[src/rtl/msg_send_queue.sv]
// Buffers producer messages in a small FIFO and paces them onto the clock-domain
// channel's trigger/msg pins, leaving a fixed holdoff after every send.
module msg_send_queue #(
  parameter int MsgLen  = 8,
  parameter int Depth   = 4,
  parameter int Holdoff = 8
) (
  input  logic                     clk,
  input  logic                     rst_n,
  input  logic                     push_trigger,
  input  logic [MsgLen-1:0]        push_msg,
  output logic                     push_full,
  output logic                     push_drop,
  output logic [7:0]               drop_count,
  output logic [$clog2(Depth):0]   pending,
  output logic                     ch_trigger,
  output logic [MsgLen-1:0]        ch_msg
);

  localparam int PW = $clog2(Depth);
  localparam int CW = (Holdoff > 1) ? $clog2(Holdoff) : 1;
  localparam logic [PW:0]   FULL     = (PW+1)'(Depth);
  localparam logic [CW-1:0] HOLD_CNT = CW'(Holdoff - 1);

  typedef enum logic [0:0] {IDLE, HOLD} state_t;

  state_t                         state_q, state_d;
  logic [Depth-1:0][MsgLen-1:0]   mem_q, mem_d;
  logic [PW-1:0]                  wr_ptr_q, wr_ptr_d, rd_ptr_q, rd_ptr_d;
  logic [PW:0]                    pending_q, pending_d;
  logic                           push_full_q, push_full_d;
  logic                           push_drop_q, push_drop_d;
  logic [7:0]                     drop_count_q, drop_count_d;
  logic [CW-1:0]                  cnt_q, cnt_d;
  logic                           ch_trigger_q, ch_trigger_d;
  logic [MsgLen-1:0]              ch_msg_q, ch_msg_d;
  logic                           pop, push_ok;

  // A pop frees the head slot in the same edge, so a push into a full FIFO
  // is still accepted on a send cycle.
  assign pop     = (state_q == IDLE) && (pending_q != '0);
  assign push_ok = push_trigger && ((pending_q < FULL) || pop);

  always_comb begin
    mem_d        = mem_q;
    wr_ptr_d     = wr_ptr_q;
    rd_ptr_d     = rd_ptr_q;
    pending_d    = pending_q;
    drop_count_d = drop_count_q;
    push_drop_d  = push_trigger && !push_ok;
    state_d      = state_q;
    cnt_d        = cnt_q;
    ch_trigger_d = 1'b0;
    ch_msg_d     = ch_msg_q;

    if (push_ok) begin
      mem_d[wr_ptr_q] = push_msg;
      wr_ptr_d        = wr_ptr_q + PW'(1);
    end
    if (push_drop_d && (drop_count_q != 8'hFF))
      drop_count_d = drop_count_q + 8'd1;

    case ({push_ok, pop})
      2'b10:   pending_d = pending_q + (PW+1)'(1);
      2'b01:   pending_d = pending_q - (PW+1)'(1);
      default: pending_d = pending_q;
    endcase
    push_full_d = (pending_d == FULL);

    case (state_q)
      IDLE: begin
        if (pop) begin
          ch_trigger_d = 1'b1;
          ch_msg_d     = mem_q[rd_ptr_q];
          rd_ptr_d     = rd_ptr_q + PW'(1);
          cnt_d        = HOLD_CNT;
          state_d      = HOLD;
        end
      end
      HOLD: begin
        if (cnt_q == '0) state_d = IDLE;
        else             cnt_d   = cnt_q - CW'(1);
      end
      default: state_d = IDLE;
    endcase
  end

  always_ff @(posedge clk or negedge rst_n) begin
    if (!rst_n) begin
      state_q      <= IDLE;
      mem_q        <= '0;
      wr_ptr_q     <= '0;
      rd_ptr_q     <= '0;
      pending_q    <= '0;
      push_full_q  <= 1'b0;
      push_drop_q  <= 1'b0;
      drop_count_q <= '0;
      cnt_q        <= '0;
      ch_trigger_q <= 1'b0;
      ch_msg_q     <= '0;
    end else begin
      state_q      <= state_d;
      mem_q        <= mem_d;
      wr_ptr_q     <= wr_ptr_d;
      rd_ptr_q     <= rd_ptr_d;
      pending_q    <= pending_d;
      push_full_q  <= push_full_d;
      push_drop_q  <= push_drop_d;
      drop_count_q <= drop_count_d;
      cnt_q        <= cnt_d;
      ch_trigger_q <= ch_trigger_d;
      ch_msg_q     <= ch_msg_d;
    end
  end

  assign push_full  = push_full_q;
  assign push_drop  = push_drop_q;
  assign drop_count = drop_count_q;
  assign pending    = pending_q;
  assign ch_trigger = ch_trigger_q;
  assign ch_msg     = ch_msg_q;

endmodule

[config.mk]
export PLATFORM = sky130hd
export DESIGN_NAME = msg_send_queue
export DESIGN_NICKNAME = d
export VERILOG_FILES = /design/src/rtl/msg_send_queue.sv
export SDC_FILE = /design/constraint.sdc
export NUM_CORES = 1
export LEC_CHECK = 0
export BUFFER_PORTS_ARGS = -buffer_cell sky130_fd_sc_hd__buf_2
export CAP_MARGIN = 20
export CORE_ASPECT_RATIO = 0.7
export CORE_MARGIN = 2
export CORE_UTILIZATION = 25
export CTS_CLUSTER_SIZE = 12
export DETAILED_ROUTE_END_ITERATION = 8
export PLACE_DENSITY_LB_ADDON = 0.15
export SLEW_MARGIN = 20
export SYNTH_ARGS = -nofsm -noshare
export SYNTH_HDL_FRONTEND = slang
export SYNTH_SLANG_ARGS = --single-unit
[constraint.sdc]
create_clock -name clk -period 2.81 [get_ports clk]
set_input_delay 0.562 -clock clk [delete_from_list [all_inputs] [get_ports clk]]
set_output_delay 0.562 -clock clk [all_outputs]
set_load 0.005 [all_outputs]
## Word-level counts from Yosys, hierarchy flattened

Index checks and enable logic that the tools add are counted.

- Register bits: 62
- Bits in latches: 0
- Memory bits (writable): 0
- Bits in read-only memories: 0
- Input port bits: 11
- Word-level logic and storage cells: 55
- Memories kept: 0

- $add $sub $neg: 6
- $mul: 0
- Div/mod/pow operators: 0
- Order comparisons: 4
- Eq/ne operators: 6
- Shift operators: 0
- Muxes and demuxes: 13
- Bitwise logic cells: 1
- Reduce and logical (&&, ||, !) cells: 11

Operators by type and width:

| operator | count |
|---|---|
| $bwmux 32 | 1 |
| $bmux 8 s2 | 1 |
| $demux 8 s2 | 1 |
| $mux 8 | 2 |
| $pmux 3 s2 | 2 |
| $add 8x1->8 const B | 1 |
| $ne 8x8->1 const B | 1 |
| $lt 2x3->1 const B | 2 |
| $mux 3 | 2 |
| $sub 3x1->3 const B | 2 |
| $logic_and 1x1->1 | 5 |
| $add 2x1->2 const B | 2 |
| $ne 2x2->1 const B | 2 |
| $reduce_and 2->1 | 2 |
| $add 3x1->3 const B | 1 |
| $eq 3x3->1 const B | 1 |
| $logic_not 3->1 | 1 |
| $lt 3x3->1 const B | 1 |
| $mux 1 | 3 |
| $reduce_bool 3->1 | 1 |
| $eq 2x1->1 const B | 1 |
| $eq 2x2->1 const B | 1 |
| $ge 2x1->1 const B | 1 |
| $pmux 1 s2 | 1 |
| other kinds (3) | 3 |

## Logic depth before layout (Yosys ltp)

Gate-level depths: netlist of run 1.

- Depth in word-level cells: 7
- Mapped depth: 10

## Worst setup path before layout of run 1

No wires, ideal clock.

- Kind: register -> register
- Start: register pending_q[2], in the netlist pending[2]
- End: register push_full_q, in the netlist push_full
- Library setup time: 0.094 ns
- Data arrival time: 2.236 ns
- Data required time: 2.716 ns
- Path slack: 0.480 ns
- Stages on the path, launching flop included: 11
- Buffers on the path: 1
- Period minus slack after synthesis: 2.330 ns
- Path through: dfrtp_1 -> nor3_1 -> or2_1 -> buf_6 -> inv_8 -> ha_1 -> inv_1 -> fa_1 -> xor2_1 -> or3_1 -> a211oi_1

- Longest elaborated chain between the ends: 7
- Elaborated cells between the ends (all ways): 11

RTL lines:

| item | line | RTL |
|---|---|---|
| from (decl) | 30 | `logic [PW:0] pending_q, pending_d;` |
| from (signal assigned) | 106 | `pending_q <= pending_d;` |
| branches (longest 5 deep; another with $lt 3x3->1) | -- |  |
| $pmux 3 s2 (*) | 63 | `case ({push_ok, pop})` |
| $eq 3x3->1 (*) | 68 | `push_full_d = (pending_d == FULL);` |
| net push_full_d | 31 | `logic push_full_q, push_full_d;` |
| to (signal assigned) | 107 | `push_full_q <= push_full_d;` |
| to (decl) | 31 |  |

Mark *: on every way through the listed nets, which the timed path passes.
A chain may end at the register's enable or synchronous reset.

## Worst setup path in the final report of run 1

- Start: register state_q
- End: register push_full_q, in the netlist push_full

- Longest elaborated chain between the ends: 7
- Elaborated cells between the ends (all ways): 8

RTL lines:

| item | line | RTL |
|---|---|---|
| from (decl) | 27 | `state_t state_q, state_d;` |
| from (signal assigned) | 102 | `state_q <= state_d;` |
| $not 1->1 (no line) (*) | -- |  |
| $logic_and 1x1->1 (*) | 41 | `assign pop = (state_q == IDLE) && (pending_q != '0);` |
| $logic_or 1x1->1 | 42 | `assign push_ok = push_trigger && ((pending_q < FULL) \|\| pop);` |
| $logic_and 1x1->1 | 42 |  |
| $eq 2x1->1 / $eq 2x2->1 (equally long branches) | 63 |  |
| $pmux 3 s2 (*) | 63 |  |
| $eq 3x3->1 (*) | 68 |  |
| net push_full_d | 31 |  |

Mark *: on every way through the listed nets, which the timed path passes. The rest lies on a longest branch.

==> impl_metrics.yaml, run 1 <==
status:
  status: "completed"
synth:
  synth.distinct_cells: 34
  synth.area.top_cells: "dfrtp_1 (55%), mux2_2 (17%), mux4_1 (7.4%)"
  syn_avg_cell_area_um2: 14.5
  yosysTopAreaCellShare_pct: 54.6
  netlist_instances: 196
  yosysMostFrequentCell: "dfrtp_1"
  synth-async-reset-ratio_pct: 100
  synth_nets: 216
  synthFlopType: "dfrtp_1"
  synth.largest_area_cell: "dfrtp_1"
  ys_seq_area_share_pct: 54.6
  synth_seq_cells: 62
  synth.top_cells.by_count: "dfrtp_1 (62), mux2_2 (43), inv_1 (12)"
  synthesis.area_mm2: 0.00284
  yosys_warnings: 0
  synth_edf_count: 0
pwr:
  p_leak_nw: 1.60
  power_mw: 4.31
  peakVddDrop_uv: 389
  p_per_area_mw_per_mm2: 1220
worst_setup_path:
  crit_type: "reg -> reg"
  crit_family: "simple AND/OR/NAND/NOR gates"
  startpoint: "state_q$_DFF_PN0_"
  critPathSlowestCell: "dfrtp_1"
  end_kind: "flip-flop"
  reg2reg_slack_ns: 0.34
  cp.depth: 8
  cp_max_fo: 10
  reg2reg_from: "state_q$_DFF_PN0_"
  worstSetupEndpoint: "push_full$_DFF_PN0_"
  crit_arrival_ns: 2.70
  crit_path_max_incr_delay_ns: 0.47
  start_kind: "flip-flop"
  reg2reg_to: "push_full$_DFF_PN0_"
  crit_buf_inv: 2
  critical_path.cell_chain: "or2_1 > inv_8 > ha_1 > inv_1 > fa_1 > xor2_1 > or3_1 > a211oi_1"
  required_ns: 3.04
  reg2reg_depth: 8
timing:
  fin_crit_sh_pct: 87.8
  fmax_mhz: 405
  rsz0062_at_grt: "false"
  relSlewSlack_pct: 45.5
  finalHoldViolations: 0
  tightestPinTransition_ns: 0.818
  skew_ns: 0.00532
  post-route-min-period_ns: 2.47
  fin_tns_setup_ns: 0
  slew_violations: 0
  finalSetupViolCount: 0
detailed_routing:
  viasPerCell: 4.20
  drc_errors: 0
  drt-initial-drc-count: 101
  routed_wl_um: 5570
  dr.pass1.iters: 4
  routedWlPerCell_um: 14.1
  vias: 1660
  antenna_left: 0
clock_network:
  cts_buffers: 9
  cts_sinks: 62
  cts_resized: 0
  cts.clk_slew.worst_paths_ns: 0.05
  ctsRootBufferMaster: "clkbuf_16"
  cts_setup_buffers: 0
  htree_levels: 3
  tritoncts: "done"
  holdBufCountCts: 0
  clockBufferDepth: 2
  clkLatencyLatePin_ns: 0.33
final_layout:
  syn_to_final_growth_pct: 24.5
  num_antenna_cells: 0
  final_nets: 258
  finalCoreUtilization_pct: 32.0
  drive_above_1_share_pct: 42.6
die:
  ios: 33
  core.rowCount: 32
  dieArea_mm2: 0.0122
  core_area_mm2: 0.0111
  start_util_pct: 25.7
  fp.dieW_um: 131
  die_h_um: 93.2
place:
  dp.final_hpwl_um: 3660
  place.gp.congestion: 0.717
  io_buffers: 32
global_routing:
  track_usage_pct: 10.4
  antenna_found_initial: 0
  grt_overflow: 0
  grt_max_degree: 63
  grt_pass1_wl_um: 9400
  grt_pass1_vias: 1685
min_path:
  hp-class: "in -> async"
run:
  maxCapViolCount: 0
-- state kept, by name, indices dropped and copies added (netlist names) --
signal / cells
pending: 3
wr_ptr_q: 2
cnt_q: 3
mem_q: 32
drop_count: 8
state_q: 1
rd_ptr_q: 2
ch_trigger: 1
push_drop: 1
push_full: 1
ch_msg: 8
-- worst min-delay path by stage --
stage                                   end  slack (ns)
floorplan             ch_msg[0]$_DFFE_PN0P_        0.27
global placement      mem_q[19]$_DFFE_PN0P_        0.48
detailed placement    mem_q[15]$_DFFE_PN0P_        0.49
CTS                     push_full$_DFF_PN0_        0.44
global route           pending[1]$_DFF_PN0_        0.48
finish              wr_ptr_q[0]$_DFFE_PN0P_        0.39
-- layout by cell type (no fill, tap or decap) --
cell type | netlist | layout
dfrtp_1 | 62 | 62
mux2_2 | 43 | 43
buf_2 | 0 | 32
inv_1 | 12 | 12
nand2_1 | 10 | 10
clkbuf_16 | 0 | 9
o21ai_0 | 8 | 8
mux4_1 | 8 | 8
ha_1 | 8 | 8
xnor2_1 | 4 | 4
nor3_1 | 4 | 4
nand2_2 | 4 | 4
nand3_1 | 3 | 3
clkbuf_8 | 0 | 3
bufinv_16 | 0 | 3
xor2_1 | 2 | 2
or3_1 | 2 | 2
a211oi_1 | 2 | 2
nor2b_1 | 2 | 2
nor2_1 | 2 | 2
mux2_4 | 2 | 2
buf_4 | 0 | 2
or2_1 | 1 | 1
inv_8 | 1 | 1
a21boi_4 | 1 | 1
nand3_4 | 1 | 1
and4_1 | 1 | 1
a21oi_1 | 1 | 1
nand4_1 | 1 | 1
o21ai_2 | 1 | 1
o311ai_0 | 1 | 1
nor3b_1 | 1 | 1
nor4_2 | 1 | 1
a211o_1 | 1 | 1
nand2b_1 | 1 | 1
a2111oi_0 | 1 | 1
fa_1 | 1 | 1
-- area by class of cell --
cell class	instances	area, µm²
clock buffers	12	267
multi-input cells	118	1210
inverters	13	56.3
flip-flops and latches	62	1550
clock inverters	3	90.1
fillers	1132	7510
repair buffers	34	175
well taps	153	191
-- routing by layer --
metal  part of all wire, %  GRT usage [%]  vias up
met5                     0              0        -
met4                   1.7           4.62        0
met3                   5.4           4.61        8
met2                    43           15.4       38
met1                    50           13.2      822
li1                      -              -      792
-- power breakdown --
part,internal (mW),switching [mW]
combinational,0.791,0.568
sequential,1.33,0.307
clock,0.933,0.384
total,3.05,1.26
-- logic make-up after synthesis --
group	synth area share [%]
multiplexers	25.5
XOR/XNOR	1.85
AND/OR/NAND/NOR	6.87
AO/OA/AOI/OAI	4.01
adder cells (fa/ha/maj)	4.23
flip-flops	54.6
buffers and inverters	2.91
-- stage by stage --
step	instances	instance area [µm²]	hold WS, ns	setup WS, ns
6_report	395	3540	0.390	0.343
5_1_grt	395	3540	0.478	0.139
4_1_cts	395	3540	0.442	0.317
3_5_place_dp	380	3180	0.485	0.319
3_3_place_gp	380	3180	0.484	0.395
2_1_floorplan	196	2840	0.266	0.480
-- worst reg2reg max path, cell delays in order (launching register included) --
cell and delay (ns):
dfrtp_1 0.47, or2_1 0.40, inv_8 0.16, ha_1 0.19
inv_1 0.06, fa_1 0.37, xor2_1 0.15, or3_1 0.33
a211oi_1 0.25
No activity file was read; power rests on OpenSTA's default activity.
==> run 2: changes to the inputs <==
--- a/config.mk
+++ b/config.mk
@@ -5,7 +5,7 @@
 export SDC_FILE = /design/constraint.sdc
 export NUM_CORES = 1
 export LEC_CHECK = 0
-export BUFFER_PORTS_ARGS = -buffer_cell sky130_fd_sc_hd__buf_2
+export BUFFER_PORTS_ARGS = -buffer_cell sky130_fd_sc_hd__buf_4
 export CAP_MARGIN = 20
 export CORE_ASPECT_RATIO = 0.7
 export CORE_MARGIN = 2
@@ -13,6 +13,7 @@
 export CTS_CLUSTER_SIZE = 12
 export DETAILED_ROUTE_END_ITERATION = 8
 export PLACE_DENSITY_LB_ADDON = 0.15
+export REMOVE_ABC_BUFFERS = 1
 export SLEW_MARGIN = 20
 export SYNTH_ARGS = -nofsm -noshare
 export SYNTH_HDL_FRONTEND = slang
==> impl_metrics.yaml, run 2 (synthesis results as in run 1) <==
worst_setup_path:
  reg2reg_slack_ns: 0.32
  crit_path_max_incr_delay_ns: 0.47
  start_kind: "flip-flop"
  required_ns: 3.03
  crit_buf_inv: 2
  crit_family: "simple AND/OR/NAND/NOR gates"
  end_kind: "flip-flop"
  crit_type: "reg -> reg"
  critPathSlowestCell: "dfrtp_1"
  reg2reg_to: "push_full$_DFF_PN0_"
  reg2reg_depth: 8
  reg2reg_from: "state_q$_DFF_PN0_"
  crit_arrival_ns: 2.71
  cp_max_fo: 10
  critical_path.cell_chain: "or2_1 > inv_8 > ha_1 > inv_1 > fa_1 > xor2_1 > or3_1 > a211oi_1"
final_layout:
  largest_reg_flops: 32
  syn_to_final_growth_pct: 24.0
  fillers: 1136
  regMostFlops: "mem_q"
  drive_above_1_share_pct: 41.1
  final_area_mm2: 0.00352
  regArea_mm2: 0.00155
  multi_input_area_mm2: 0.00121
  final_nets: 257
  layout_common_cells: "dfrtp_1 (62), mux2_2 (43), buf_4 (33), inv_1 (12), nand2_1 (10)"
  num_antenna_cells: 0
  finalCoreUtilization_pct: 31.9
  mostFrequentLayoutCell: "dfrtp_1"
die:
  ios: 33
  start_util_pct: 25.7
  die_h_um: 93.2
  dieArea_mm2: 0.0122
  core.rowCount: 32
  core_area_mm2: 0.0111
  fp.dieW_um: 131
run:
  maxCapViolCount: 0
detailed_routing:
  routedWlPerCell_um: 13.9
  viasPerCell: 4.26
  drt-initial-drc-count: 63
  met2WireLength_um: 2510
  met1_length_um: 2670
  routed.top_layer: "met4"
  route.met3.wl_um: 244
  antenna_left: 0
  dr.pass1.iters: 4
  routed_wl_um: 5480
  drc_errors: 0
  vias: 1678
clock_network:
  ctsRootBufferMaster: "clkbuf_16"
  cts_sinks: 62
  clkLatencyLatePin_ns: 0.32
  cts_resized: 0
  cts_buffers: 9
  clockBufferDepth: 2
  cts_setup_buffers: 0
  cts.clk_slew.worst_paths_ns: 0.05
  htree_levels: 3
  tritoncts: "done"
  holdBufCountCts: 0
timing:
  rsz0062_at_grt: "false"
  post-route-min-period_ns: 2.49
  finalHoldViolations: 0
  skew_ns: 0.00447
  slew_violations: 0
  finalSetupViolCount: 0
  tightestPinTransition_ns: 0.799
  relSlewSlack_pct: 46.8
  fin_crit_sh_pct: 88.6
  fmax_mhz: 402
  fin_tns_setup_ns: 0
status:
  status: "completed"
global_routing:
  grt_pass1_wl_um: 9160
  grt_max_degree: 63
  antenna_found_initial: 0
  grt_overflow: 0
  track_usage_pct: 9.93
  grt_pass1_vias: 1743
pwr:
  p_per_area_mw_per_mm2: 1150
  p_leak_nw: 1.57
  peakVddDrop_uv: 356
  power_mw: 4.06
min_path:
  hp-class: "in -> async"
place:
  dpl-instance-area_mm2: 0.00325
  place.gp.congestion: 0.681
  dp.final_hpwl_um: 3700
  io_buffers: 32
## run 2: worst max-delay path by stage
stage	start	to	slack, ns	depth (start not counted)
2_1_floorplan	pending[2]$_DFF_PN0_	push_full$_DFF_PN0_	0.45	9
3_3_place_gp	state_q$_DFF_PN0_	push_full$_DFF_PN0_	0.39	8
3_5_place_dp	state_q$_DFF_PN0_	push_full$_DFF_PN0_	0.32	8
4_1_cts	state_q$_DFF_PN0_	push_full$_DFF_PN0_	0.31	8
5_1_grt	state_q$_DFF_PN0_	push_full$_DFF_PN0_	0.16	8
6_report	state_q$_DFF_PN0_	push_full$_DFF_PN0_	0.32	8
## run 2: final cells by class
class | count | share of cell area (%)
multi-input combinational | 118 | 34.2
clock inverter | 1 | 0.142
tap | 153 | 5.44
clock buffer | 14 | 7.50
timing repair buffer | 33 | 7.03
sequential | 62 | 44.0
inverter | 13 | 1.60
## run 2: report_power, final
part	switching [mW]	internal, mW	total [mW]
combinational	0.556	0.860	1.42
sequential	0.322	1.33	1.65
clock	0.350	0.638	0.988
total	1.23	2.83	4.06
## run 2: metrics by stage
| step | worst slack (ns) | instances | hold slack (ns) |
|---|---|---|---|
| after floorplan | 0.453 | 193 | 0.266 |
| after global placement | 0.392 | 379 | 0.481 |
| after detailed placement | 0.320 | 379 | 0.487 |
| after CTS | 0.308 | 394 | 0.370 |
| after global routing | 0.160 | 394 | 0.400 |
| final | 0.321 | 394 | 0.323 |
## run 2: per-layer routing
layer	up-vias	track usage [%]
met5	-	0
li1	795	-
met3	5	4.50
met2	35	15.7
met4	0	3.26
met1	843	12.1
